<file path="src/rtl/seripara_rx_ctrl.sv">
// seripara_rx_ctrl
//   Frame-level receive controller around a serial-in/parallel-out shift
//   register. The controller waits for a start bit and then shifts in W data
//   bits, MSB first. It checks the stop bit and presents each completed word
//   on a valid/ready port. It also flags framing errors and overruns.
//
// Parameters
//   W        data bits per frame (2..16)
//   IDLE_LV  line idle level; start bit = ~IDLE_LV, stop bit = IDLE_LV
//
// Ports
//   clk        in   system clock, all state on posedge
//   res        in   asynchronous, active-high reset
//   ena        in   bit strobe; si is sampled only on edges with ena=1
//   si         in   serial data line
//   q          out  received word, held stable while valid=1
//   valid      out  q holds an unconsumed word
//   ready      in   consumer accepts q on an edge with valid&ready
//   ferr       out  one-cycle pulse: bad stop bit, frame discarded
//   ovr        out  sticky: a good frame was dropped because valid was still 1
//   clr        in   synchronous clear of ovr (and perr); a same-edge set wins
//   perr       out  (SERIPARA_PARITY_EN only) sticky even-parity mismatch
//   dbg_state  out  current FSM state (0 IDLE, 1 DATA, 2 PAR, 3 STOP)
//
// Handshake: q is offered while valid=1. It is consumed on a rising edge
// where valid and ready are both 1. ready is ignored while valid=0. A good
// frame that completes on the consuming edge replaces q, and valid stays 1.
//
// Optional feature macro: SERIPARA_PARITY_EN. This adds a PAR state that
// samples an even-parity bit after the data bits, and adds the perr output.

module seripara_rx_ctrl #(
    parameter int W       = 4,
    parameter int IDLE_LV = 1
) (
    input  logic         clk,
    input  logic         res,
    input  logic         ena,
    input  logic         si,
    output logic [W-1:0] q,
    output logic         valid,
    input  logic         ready,
    output logic         ferr,
    output logic         ovr,
    input  logic         clr,
`ifdef SERIPARA_PARITY_EN
    output logic         perr,
`endif
    output logic [1:0]   dbg_state
);

    typedef enum logic [1:0] {
        S_IDLE = 2'd0,
        S_DATA = 2'd1,
        S_PAR  = 2'd2,
        S_STOP = 2'd3
    } state_t;

    localparam int            CW       = $clog2(W);
    localparam logic [CW-1:0] CNT_LAST = CW'(W - 1);
    localparam logic          IDLE_BIT = (IDLE_LV != 0) ? 1'b1 : 1'b0;

    state_t        state, state_n;
    logic [W-1:0]  sr, sr_n;
    logic [CW-1:0] cnt, cnt_n;
    logic [W-1:0]  q_n;
    logic          valid_n, ferr_n, ovr_n;
`ifdef SERIPARA_PARITY_EN
    logic          perr_n;
`endif

    always_ff @(posedge clk or posedge res) begin
        if (res) begin
            state <= S_IDLE;
            sr    <= '0;
            cnt   <= '0;
            q     <= '0;
            valid <= 1'b0;
            ferr  <= 1'b0;
            ovr   <= 1'b0;
`ifdef SERIPARA_PARITY_EN
            perr  <= 1'b0;
`endif
        end else begin
            state <= state_n;
            sr    <= sr_n;
            cnt   <= cnt_n;
            q     <= q_n;
            valid <= valid_n;
            ferr  <= ferr_n;
            ovr   <= ovr_n;
`ifdef SERIPARA_PARITY_EN
            perr  <= perr_n;
`endif
        end
    end

    always_comb begin
        state_n = state;
        sr_n    = sr;
        cnt_n   = cnt;
        q_n     = q;
        valid_n = valid;
        ferr_n  = 1'b0;
        ovr_n   = ovr;
`ifdef SERIPARA_PARITY_EN
        perr_n  = perr;
`endif

        // The consumer handshake runs on every edge, strobe or not.
        if (valid && ready) valid_n = 1'b0;

        // The clear is applied first so that a set later in this block wins.
        if (clr) begin
            ovr_n = 1'b0;
`ifdef SERIPARA_PARITY_EN
            perr_n = 1'b0;
`endif
        end

        if (ena) begin
            case (state)
                S_IDLE: begin
                    if (si != IDLE_BIT) begin
                        state_n = S_DATA;
                        cnt_n   = '0;
                    end
                end
                S_DATA: begin
                    sr_n  = {sr[W-2:0], si};
                    cnt_n = cnt + CW'(1);
                    if (cnt == CNT_LAST) begin
                        cnt_n = '0;
`ifdef SERIPARA_PARITY_EN
                        state_n = S_PAR;
`else
                        state_n = S_STOP;
`endif
                    end
                end
`ifdef SERIPARA_PARITY_EN
                S_PAR: begin
                    // Even parity: the data bits XOR the parity bit must be 0.
                    // A mismatch is only flagged; the word is still delivered.
                    if ((^sr ^ si) != 1'b0) perr_n = 1'b1;
                    state_n = S_STOP;
                end
`endif
                S_STOP: begin
                    if (si == IDLE_BIT) begin
                        if (!valid || ready) begin
                            q_n     = sr;
                            valid_n = 1'b1;
                        end else begin
                            ovr_n = 1'b1;
                        end
                    end else begin
                        ferr_n = 1'b1;
                    end
                    // The stop sample is never reused as a start bit.
                    state_n = S_IDLE;
                end
                default: state_n = S_IDLE;
            endcase
        end
    end

    assign dbg_state = state;

endmodule

</file>
<file path="config.mk">
export PLATFORM = sky130hd
export DESIGN_NAME = seripara_rx_ctrl
export DESIGN_NICKNAME = d
export VERILOG_FILES = /design/src/rtl/seripara_rx_ctrl.sv
export SDC_FILE = /design/constraint.sdc
export NUM_CORES = 1
export LEC_CHECK = 0
export CORE_MARGIN = 4
export CORE_UTILIZATION = 35
export DETAILED_ROUTE_END_ITERATION = 10
export PLACE_DENSITY_LB_ADDON = 0.2
export SYNTH_ARGS = -nofsm -noshare
export SYNTH_HDL_FRONTEND = slang
export SYNTH_SLANG_ARGS = --single-unit
</file>
<file path="constraint.sdc">
create_clock -name clk -period 1.75 [get_ports clk]
set_clock_uncertainty 0.05 [all_clocks]
set_input_delay 0.35 -clock clk [delete_from_list [all_inputs] [get_ports clk]]
set_output_delay 0.35 -clock clk [all_outputs]
set_load 0.01 [all_outputs]
</file>
# After elaboration in Yosys (flattened, before gate mapping)
# Cells that the tools add are included.
[word_totals] input_bits=6 out_inout_bits=9 register_bits=15 word_cells=41
[classes] n_mux=19 addsub=1 n_reduce_logical=9 n_eq_ne=5
[ops] cell="2-to-1 mux 1 bit" count=13
[ops] cell="2-to-1 mux 2 bit" count=4
[ops] cell="one-hot mux 2 bit (2 select lines)" count=2
[ops] cell="AND reduction 3 bit" count=2
[ops] cell="== test 2 bit, second input constant" count=2
[ops] cell="!= test 2 bit, second input constant" count=2
[ops] cell="AND reduction 4 bit" count=1
[ops] cell="adder 2 x 1 -> 2 bit, second input constant" count=1
[ops] cell="== test 2 x 1 -> 1 bit, second input constant" count=1
[ops] cell="zero test 2 bit" count=1
[ops] cell="AND reduction 2 bit" count=1
[ops] cell="nonzero test 2 bit" count=1
[ops] cell="logical AND 1 bit" count=1
[ops] cell="zero test 1 bit" count=1
[ops] cell="logical OR 1 bit" count=1

# Logic depth before layout (Yosys ltp)
# Gate-level depths: netlist of run 1.
[depth] ltp_word=6 depth_mapped=4 mapped_depth_nobuf=3

# Least setup slack after synthesis of run 1
# Ideal clock, no wire load.
[synth_path] path_type="register -> register" from="register state[0], in the netlist dbg_state[0]" to="register q[0]" stages_incl_launch_ff=4 setup_slack_ns=0.464 path_buffers=0 setup_time_ns=0.125 required_time_ns=1.575 synth_period_minus_slack_ns=1.286 arrival_time_ns=1.111 cell_sequence="dfrtp_1 nand4_2 nor2b_4 mux2_2"
[synth_between] elab_chain_len=2
[synth_lines] item="start: declaration" line_no="63" rtl="state_t state, state_n;"
[synth_lines] item="start signal: assignment" line_no="85" rtl="state <= state_n;"
[synth_lines] item="== test 2 bit" line_no="122" rtl="case (state)"
[synth_lines] item="AND reduction 4 bit (no source line)"
[synth_lines] item="end signal: assignment" line_no="88" rtl="q <= q_n;"
[synth_lines] item="end: declaration" line_no="40" rtl="output logic [W-1:0] q,"
# Every way passes these cells.
# A chain may end at the register's enable or synchronous reset.

# Worst setup path in the final report of run 1
[layout_path] from="register state[0], in the netlist dbg_state[0]" to="output port dbg_state[0]"
[layout_rtl] item="end: declaration" line_no="49" rtl="output logic [1:0] dbg_state"
# No word-level cell between the ends.

==> metrics.cfg, run 1 <==
[floorplan]
start_util=0.367
rows=15
core_um2=1710
die_area_um2=2530
die_height_um=50.3
ios=15
die_w_um=50.3

[layout]
fillers=160
fin_nets=75
fin_area_um2=852
syn2layout_area_growth_pct=35.9
regArea_um2=377
drive_gt1_frac=0.284
multi_input_area_um2=225
diodes=0

[yosys]
ys_top_cells_by_area=dfrtp_1, mux2_4, mux2_2
synth_cells=45
netlist_area_um2=627
yosysSeqAreaShare=0.599
ys_ff_latch=15
synth_fp_nets=52
ys_types=18
synth_flop_cell=dfrtp_1
ys_async_sr_fraction=1.00
yosysTopAreaCell=dfrtp_1
synth-edff-count=0
yosys.cell_count.top_type=dfrtp_1
yosys-top-cells-count=dfrtp_1, inv_1, mux2_2, mux2_4
syn_avg_cell_area_um2=13.9
yosys_warnings=0
netlist.area_leader.share=0.599

[clocking]
postCtsHoldBufs=0
cts_buffer_depth=2
h-tree-depth=1
cts_tree=yes
cts_buffers=3
root_buffer=clkbuf_4
postCtsSetupBuffers=0
insertion_delay_ns=0.27
path_clk_slew_ns=0.08
cts_sinks=15

[route]
avgViaCountPerCell=4.48
ant_nets=0
dr.pass1.iters=2
vias=412
drtIter0Drc=1
drc=0
routed_wirelength_um=1060
wl_per_cell_um=11.5

[sta]
fin_crit_ns=1.69
fmax_mhz=591
setup_viol=0
tightest_slew_ns=0.544
drv_slew=0
period_share=0.966
final_hold_viol_count=0
final.setup.tns_ns=0
max-slew-margin-rel=0.637

[grt]
first_global_vias=465
antenna_found_initial=0
grt_pass1_wl_um=1840
grt_overflow=0
grt_use_total=0.0990
grt_max_degree=16

[setup_path]
critPathMaxFanout=6
r2r_cells=2
crit_start=dbg_state[0]
start_kind=flip-flop
crit_family=buffers and inverters
arrival_ns=1.29
slowest_stage=clkdlybuf4s50_1
path_depth=1
crit_path_cell_trace=clkdlybuf4s50_1
crit_path_end=dbg_state[0]
cp.required_ns=1.35
max_stage_delay_ns=0.57
cp.buffers_inverters=1
r2r_start=dbg_state[1]
reg2reg_slack_ns=0.42
crit_path_end_kind=output port
worstSetupPathType=flip-flop to output port
regToRegEndpoint=sr[1]

[run]
max_cap_viol_count=0

[place]
placed_area_um2=825
place_congestion=0.664
portBuffers=14
dp_hpwl_um=813

[pwr]
ir_drop_mv=0.789
p_leak_uw=0.000400
powerDensity_nw_per_um2=1480

[hold_path]
hp-class=primary input to async pin

[outcome]
status=finished, final reports clean

through the flow:
| step | cells | utilization | power [µW] | worst slack (ns) | hold WS, ns |
|---|---|---|---|---|---|
| after floorplan | 45 | - | 882 | 0.464 | 0.201 |
| after global placement | 88 | 0.483 | 1080 | 0.0269 | 0.446 |
| after detailed placement | 88 | 0.483 | 1090 | 0.0152 | 0.446 |
| after CTS | 92 | 0.498 | 1280 | 0.0353 | 0.378 |
| after global routing | 92 | 0.499 | 1350 | -0.0000990 | 0.421 |
| final | 92 | 0.499 | 1260 | 0.0589 | 0.362 |
sequential cells by signal, indices dropped and copies added, names as in the netlist:
name,count
cnt,2
dbg_state,2
ferr,1
ovr,1
q,4
sr,4
valid,1
metal layers:
| metal | up-vias | part of all wire | GRT usage | wire, µm |
|---|---|---|---|---|
| met1 | 203 | 0.44 | 0.0993 | 469 |
| met5 | - | 0 | 0 | 0 |
| met4 | 0 | 0 | 0.0673 | 0 |
| li1 | 198 | - | - | - |
| met2 | 11 | 0.49 | 0.170 | 514 |
| met3 | 0 | 0.067 | 0.0356 | 71 |
power breakdown:
group          switching (µW)  leakage (µW)  internal, µW
logic                     162      0.000199           320
clock network             101     0.0000150          88.2
registers                 107      0.000186           485
area by class of cell:
type | count | area share
sequential | 15 | 0.442
multi-input combinational | 25 | 0.264
timing repair buffer | 19 | 0.209
tap | 25 | 0.0367
clock buffer | 4 | 0.0308
inverter | 4 | 0.0176
cell usage in the layout (no fill, tap or decap):
cell	Yosys	layout
dfrtp_1	15	14
clkdlybuf4s50_1	0	14
buf_4	0	5
inv_1	4	4
mux2_4	4	4
mux2_2	4	4
clkbuf_4	0	3
nor2_1	2	2
a22o_1	2	2
nand2_1	2	2
a21oi_1	2	2
o211ai_1	1	1
and3b_1	1	1
nand4_2	1	1
nand2b_1	1	1
nor2b_4	1	1
o22ai_1	1	1
nand3_1	1	1
o21ai_0	1	1
ha_1	1	1
clkbuf_1	0	1
dfrtp_2	0	1
worst min-delay path by stage:
stage | start | to | slack [ns] | cells after the start
final | res | ovr | 0.36 | 2
after global routing | res | ovr | 0.42 | 2
after CTS | res | q[3] | 0.38 | 2
after detailed placement | q[2] | q[2] | 0.45 | 1
after global placement | q[2] | q[2] | 0.45 | 1
after floorplan | res | cnt[0] | 0.20 | 1
cell families after synthesis:
logic type                 share of synthesized area
AOI/OAI and AO/OA                             0.0739
adders and majority gates                     0.0200
and+or+nand+nor                               0.0978
muxes                                          0.168
buffers and inverters                         0.0419
DFF                                            0.599
repair_timing:
item | in CTS | in global routing
gates resized for setup | 0 | 1
hold endpoints to repair | 0 | 0
setup endpoints to repair | 0 | 1
No activity file was read; power rests on OpenSTA's default activity.
==> inputs of run 2 (changes only) <==
--- a/config.mk
+++ b/config.mk
@@ -8,7 +8,8 @@
 export CORE_MARGIN = 4
 export CORE_UTILIZATION = 35
 export DETAILED_ROUTE_END_ITERATION = 10
-export PLACE_DENSITY_LB_ADDON = 0.2
+export PLACE_DENSITY = 0.58
+export SLEW_MARGIN = 20
 export SYNTH_ARGS = -nofsm -noshare
 export SYNTH_HDL_FRONTEND = slang
 export SYNTH_SLANG_ARGS = --single-unit
==> metrics.cfg, run 2 (synthesis gave the netlist of run 1 again) <==
[outcome]
status=finished, final reports clean

[route]
routed_wirelength_um=1060
ant_nets=0
drtIter0Drc=4
vias=411
drc=0
wl_per_cell_um=11.2
avgViaCountPerCell=4.37
dr.pass1.iters=3

[setup_path]
critPathMaxFanout=6
crit_path_end_kind=output port
start_kind=flip-flop
reg2reg_slack_ns=0.48
crit_family=buffers and inverters
r2r_start=dbg_state[1]
crit_path_cell_trace=clkdlybuf4s50_1
cp.required_ns=1.35
arrival_ns=1.24
max_stage_delay_ns=0.55
regToRegEndpoint=sr[1]
slowest_stage=clkdlybuf4s50_1
cp.buffers_inverters=1
worstSetupPathType=flip-flop to output port
r2r_cells=3

[grt]
grt_pass1_wl_um=1980
grt_max_degree=16
first_global_vias=414
grt_overflow=0
antenna_found_initial=0
grt_use_total=0.108

[clocking]
path_clk_slew_ns=0.09
insertion_delay_ns=0.28
cts_tree=yes
postCtsSetupBuffers=0
root_buffer=clkbuf_4
postCtsHoldBufs=0
cts_buffer_depth=2
cts_sinks=15
h-tree-depth=1
cts_resized=0
cts_buffers=3

[sta]
setup_viol=0
final_hold_viol_count=0
tightest_slew_ns=0.236
rsz0062_at_grt=false
drv_slew=0
fin_crit_ns=1.64
final.setup.tns_ns=0
period_share=0.939
fmax_mhz=608
max-slew-margin-rel=0.842
hold_ws_ns=0.325

[layout]
layout_common_cells=clkdlybuf4s50_1, dfrtp_1, buf_4
final_common_cell=clkdlybuf4s50_1
diodes=0
drive_gt1_frac=0.333
syn2layout_area_growth_pct=38.7
top_regs=q x4, sr x4
fin_nets=77

[place]
place_congestion=0.660
portBuffers=14
dp_hpwl_um=844

[pwr]
ir_drop_mv=0.650
powerDensity_nw_per_um2=1490
p_leak_uw=0.000413

[hold_path]
hp-class=primary input to async pin

[run]
max_cap_viol_count=0

[floorplan]
start_util=0.367
die_w_um=50.3
rows=15
die_area_um2=2530
die_height_um=50.3
ios=15
core_um2=1710

[run 2: cell count changes in the layout (fill, tap and decap cells not counted), sizes merged]
cell	before	now
buf	5	7
clkbuf	4	3
clkinv	0	1
[run 2: worst max path at each step]
| stage | from | cells past startpoint | to | slack (ns) |
|---|---|---|---|---|
| CTS | dbg_state[1] | 1 | dbg_state[1] | 0.04 |
| floorplan | dbg_state[0] | 3 | q[0] | 0.46 |
| global placement | ena | 4 | q[1] | 0.04 |
| finish | dbg_state[0] | 1 | dbg_state[0] | 0.11 |
| global route | dbg_state[1] | 1 | dbg_state[1] | 0.03 |
| detailed placement | ena | 4 | q[2] | 0.02 |
[run 2: where the power goes]
part	internal (µW)	switching, µW	total [µW]
registers	487	105	592
clock network	84.7	109	193
logic	342	169	510
total	913	382	1300
[run 2: area by class of cell]
cell class                      count  area [µm²]
Clock buffer                        3        22.5
Clock inverter                      1        5.00
Fill cell                         158         838
Inverter                            4        15.0
Multi-Input combinational cell     25         225
Sequential cell                    15         378
Tap cell                           25        31.3
Timing Repair Buffer               21         193
[run 2: through the flow]
stage / total power (µW) / util / cells / instance area, µm² / setup slack (ns)
final: 1300 / 0.509 / 94 / 870 / 0.107
after global routing: 1400 / 0.509 / 94 / 870 / 0.0262
after CTS: 1310 / 0.508 / 94 / 867 / 0.0362
after detailed placement: 1120 / 0.492 / 90 / 840 / 0.0224
after global placement: 1100 / 0.492 / 90 / 840 / 0.0361
after floorplan: 882 / - / 45 / 627 / 0.464
[run 2: routing by layer]
layer  vias to the layer above  wire length [µm]  global-route usage
met1                       193               499               0.135
met2                        10               493               0.157
met5                         -                 0                   0
met3                         2                51              0.0297
li1                        206                 -                   -
met4                         0                10              0.0807
[run 2: worst register-to-register path: cells and delay by family, from the launching register on]
kind	cells	cell delay (ns)
muxes	1	0.29
and+or+nand+nor	1	0.24
buffers and inverters	1	0.14
DFF	1	0.45
==> inputs of run 3 (changes only) <==
--- a/config.mk
+++ b/config.mk
@@ -5,10 +5,12 @@
 export SDC_FILE = /design/constraint.sdc
 export NUM_CORES = 1
 export LEC_CHECK = 0
+export CELL_PAD_IN_SITES_DETAIL_PLACEMENT = 0
+export CELL_PAD_IN_SITES_GLOBAL_PLACEMENT = 1
 export CORE_MARGIN = 4
 export CORE_UTILIZATION = 35
 export DETAILED_ROUTE_END_ITERATION = 10
-export PLACE_DENSITY = 0.58
+export PLACE_DENSITY = 0.69
 export SLEW_MARGIN = 20
 export SYNTH_ARGS = -nofsm -noshare
 export SYNTH_HDL_FRONTEND = slang
==> metrics.cfg, run 3 (synthesis gave the netlist of run 1 again) <==
[pwr]
ir_drop_mv=0.706
p_leak_uw=0.000407
powerDensity_nw_per_um2=1470

[floorplan]
die_area_um2=2530
die_height_um=50.3
core_um2=1710
start_util=0.367
ios=15
rows=15
die_w_um=50.3

[setup_path]
cp.required_ns=1.35
slowest_stage=clkdlybuf4s50_1
crit_path_cell_trace=clkdlybuf4s50_1
arrival_ns=1.26
start_kind=flip-flop
cp.buffers_inverters=1
worstSetupPathType=flip-flop to output port
max_stage_delay_ns=0.55
critPathMaxFanout=6
crit_family=buffers and inverters
crit_path_end_kind=output port

[grt]
grt_overflow=0
antenna_found_initial=0
grt_pass1_wl_um=1880
grt_use_total=0.104
first_global_vias=440
grt_max_degree=11

[layout]
syn2layout_area_growth_pct=37.5
fin_nets=76
fin_area_um2=862
top_regs=q x4, sr x4
layout_common_cells=clkdlybuf4s50_1, dfrtp_1, buf_4
diodes=0
final_common_cell=clkdlybuf4s50_1
fillers=158
drive_gt1_frac=0.324
post-route-util=0.505

[sta]
setup_viol=0
tightest_slew_ns=0.300
fin_crit_ns=1.66
fmax_mhz=604
max-slew-margin-rel=0.800
drv_slew=0
final.setup.tns_ns=0
final_hold_viol_count=0
rsz0062_at_grt=false
period_share=0.946

[place]
portBuffers=14
place_congestion=0.671
dp_hpwl_um=818
placed_area_um2=832

[hold_path]
hp-class=primary input to async pin

[run]
max_cap_viol_count=0

[route]
drtIter0Drc=1
avgViaCountPerCell=4.33
drc=0
routed_wirelength_um=1040
ant_nets=0
vias=403
wl_per_cell_um=11.2
dr.pass1.iters=2

[clocking]
insertion_delay_ns=0.28
cts_buffer_depth=2
cts_sinks=15
path_clk_slew_ns=0.09
root_buffer=clkbuf_4
cts_buffers=3
cts_tree=yes
h-tree-depth=1

[outcome]
status=finished, final reports clean

run 3: worst register-to-register path, stage by stage, from the launching register on:
cell     delay, ns
dfrtp_2       0.45
and3b_1       0.40
mux2_4        0.33
run 3: layer usage:
metal	GRT usage	part of all wire	vias up
li1	-	-	205
met1	0.123	0.48	182
met2	0.157	0.45	14
met3	0.0297	0.058	2
met4	0.0807	0.014	0
met5	0	0	-
run 3: repair_timing:
item / in CTS / in global routing
buffers inserted: 0 / 0
hold buffers: 0 / 0
resized for setup: 0 / 2
setup endpoints to repair: 0 / 2
hold endpoints to repair: 0 / 0
run 3: path summary, 6_finish.rpt:
| check | start | end | slack (ns) | cells past startpoint |
|---|---|---|---|---|
| max | dbg_state[1] | dbg_state[1] | 0.09 | 1 |
| min | res | cnt[1] | 0.22 | 2 |
| max reg2reg | dbg_state[1] | sr[0] | 0.41 | 2 |
| min reg2reg | q[3] | q[3] | 0.46 | 1 |
| max in group asynchronous | res | ovr | 1.04 | 3 |
| min in group clk | q[3] | q[3] | 0.46 | 1 |
run 3: per-stage QoR:
| stage | hold WS [ns] | cells | power, µW | setup WS (ns) |
|---|---|---|---|---|
| after floorplan | 0.201 | 45 | 882 | 0.464 |
| after global placement | 0.444 | 89 | 1080 | 0.0201 |
| after detailed placement | 0.446 | 89 | 1090 | 0.0120 |
| after CTS | 0.213 | 93 | 1290 | 0.0251 |
| after global routing | 0.216 | 93 | 1380 | 0.0264 |
| final | 0.217 | 93 | 1270 | 0.0943 |
run 3: cell type report:
type | instances | area [µm²] | share of cell area
clock inverter | 1 | 5.00 | 0.00581
tap | 25 | 31.3 | 0.0363
multi-input combinational | 25 | 225 | 0.261
inverter | 4 | 15.0 | 0.0174
timing repair buffer | 20 | 185 | 0.215
clock buffer | 3 | 22.5 | 0.0261
sequential | 15 | 378 | 0.438
run 3: report_power, final:
group          total [µW]  switching, µW  internal [µW]  leakage, µW
sequential            587            100            487     0.000186
clock                 195            110           84.8    0.0000177
combinational         486            164            321     0.000204
total                1270            374            893     0.000407
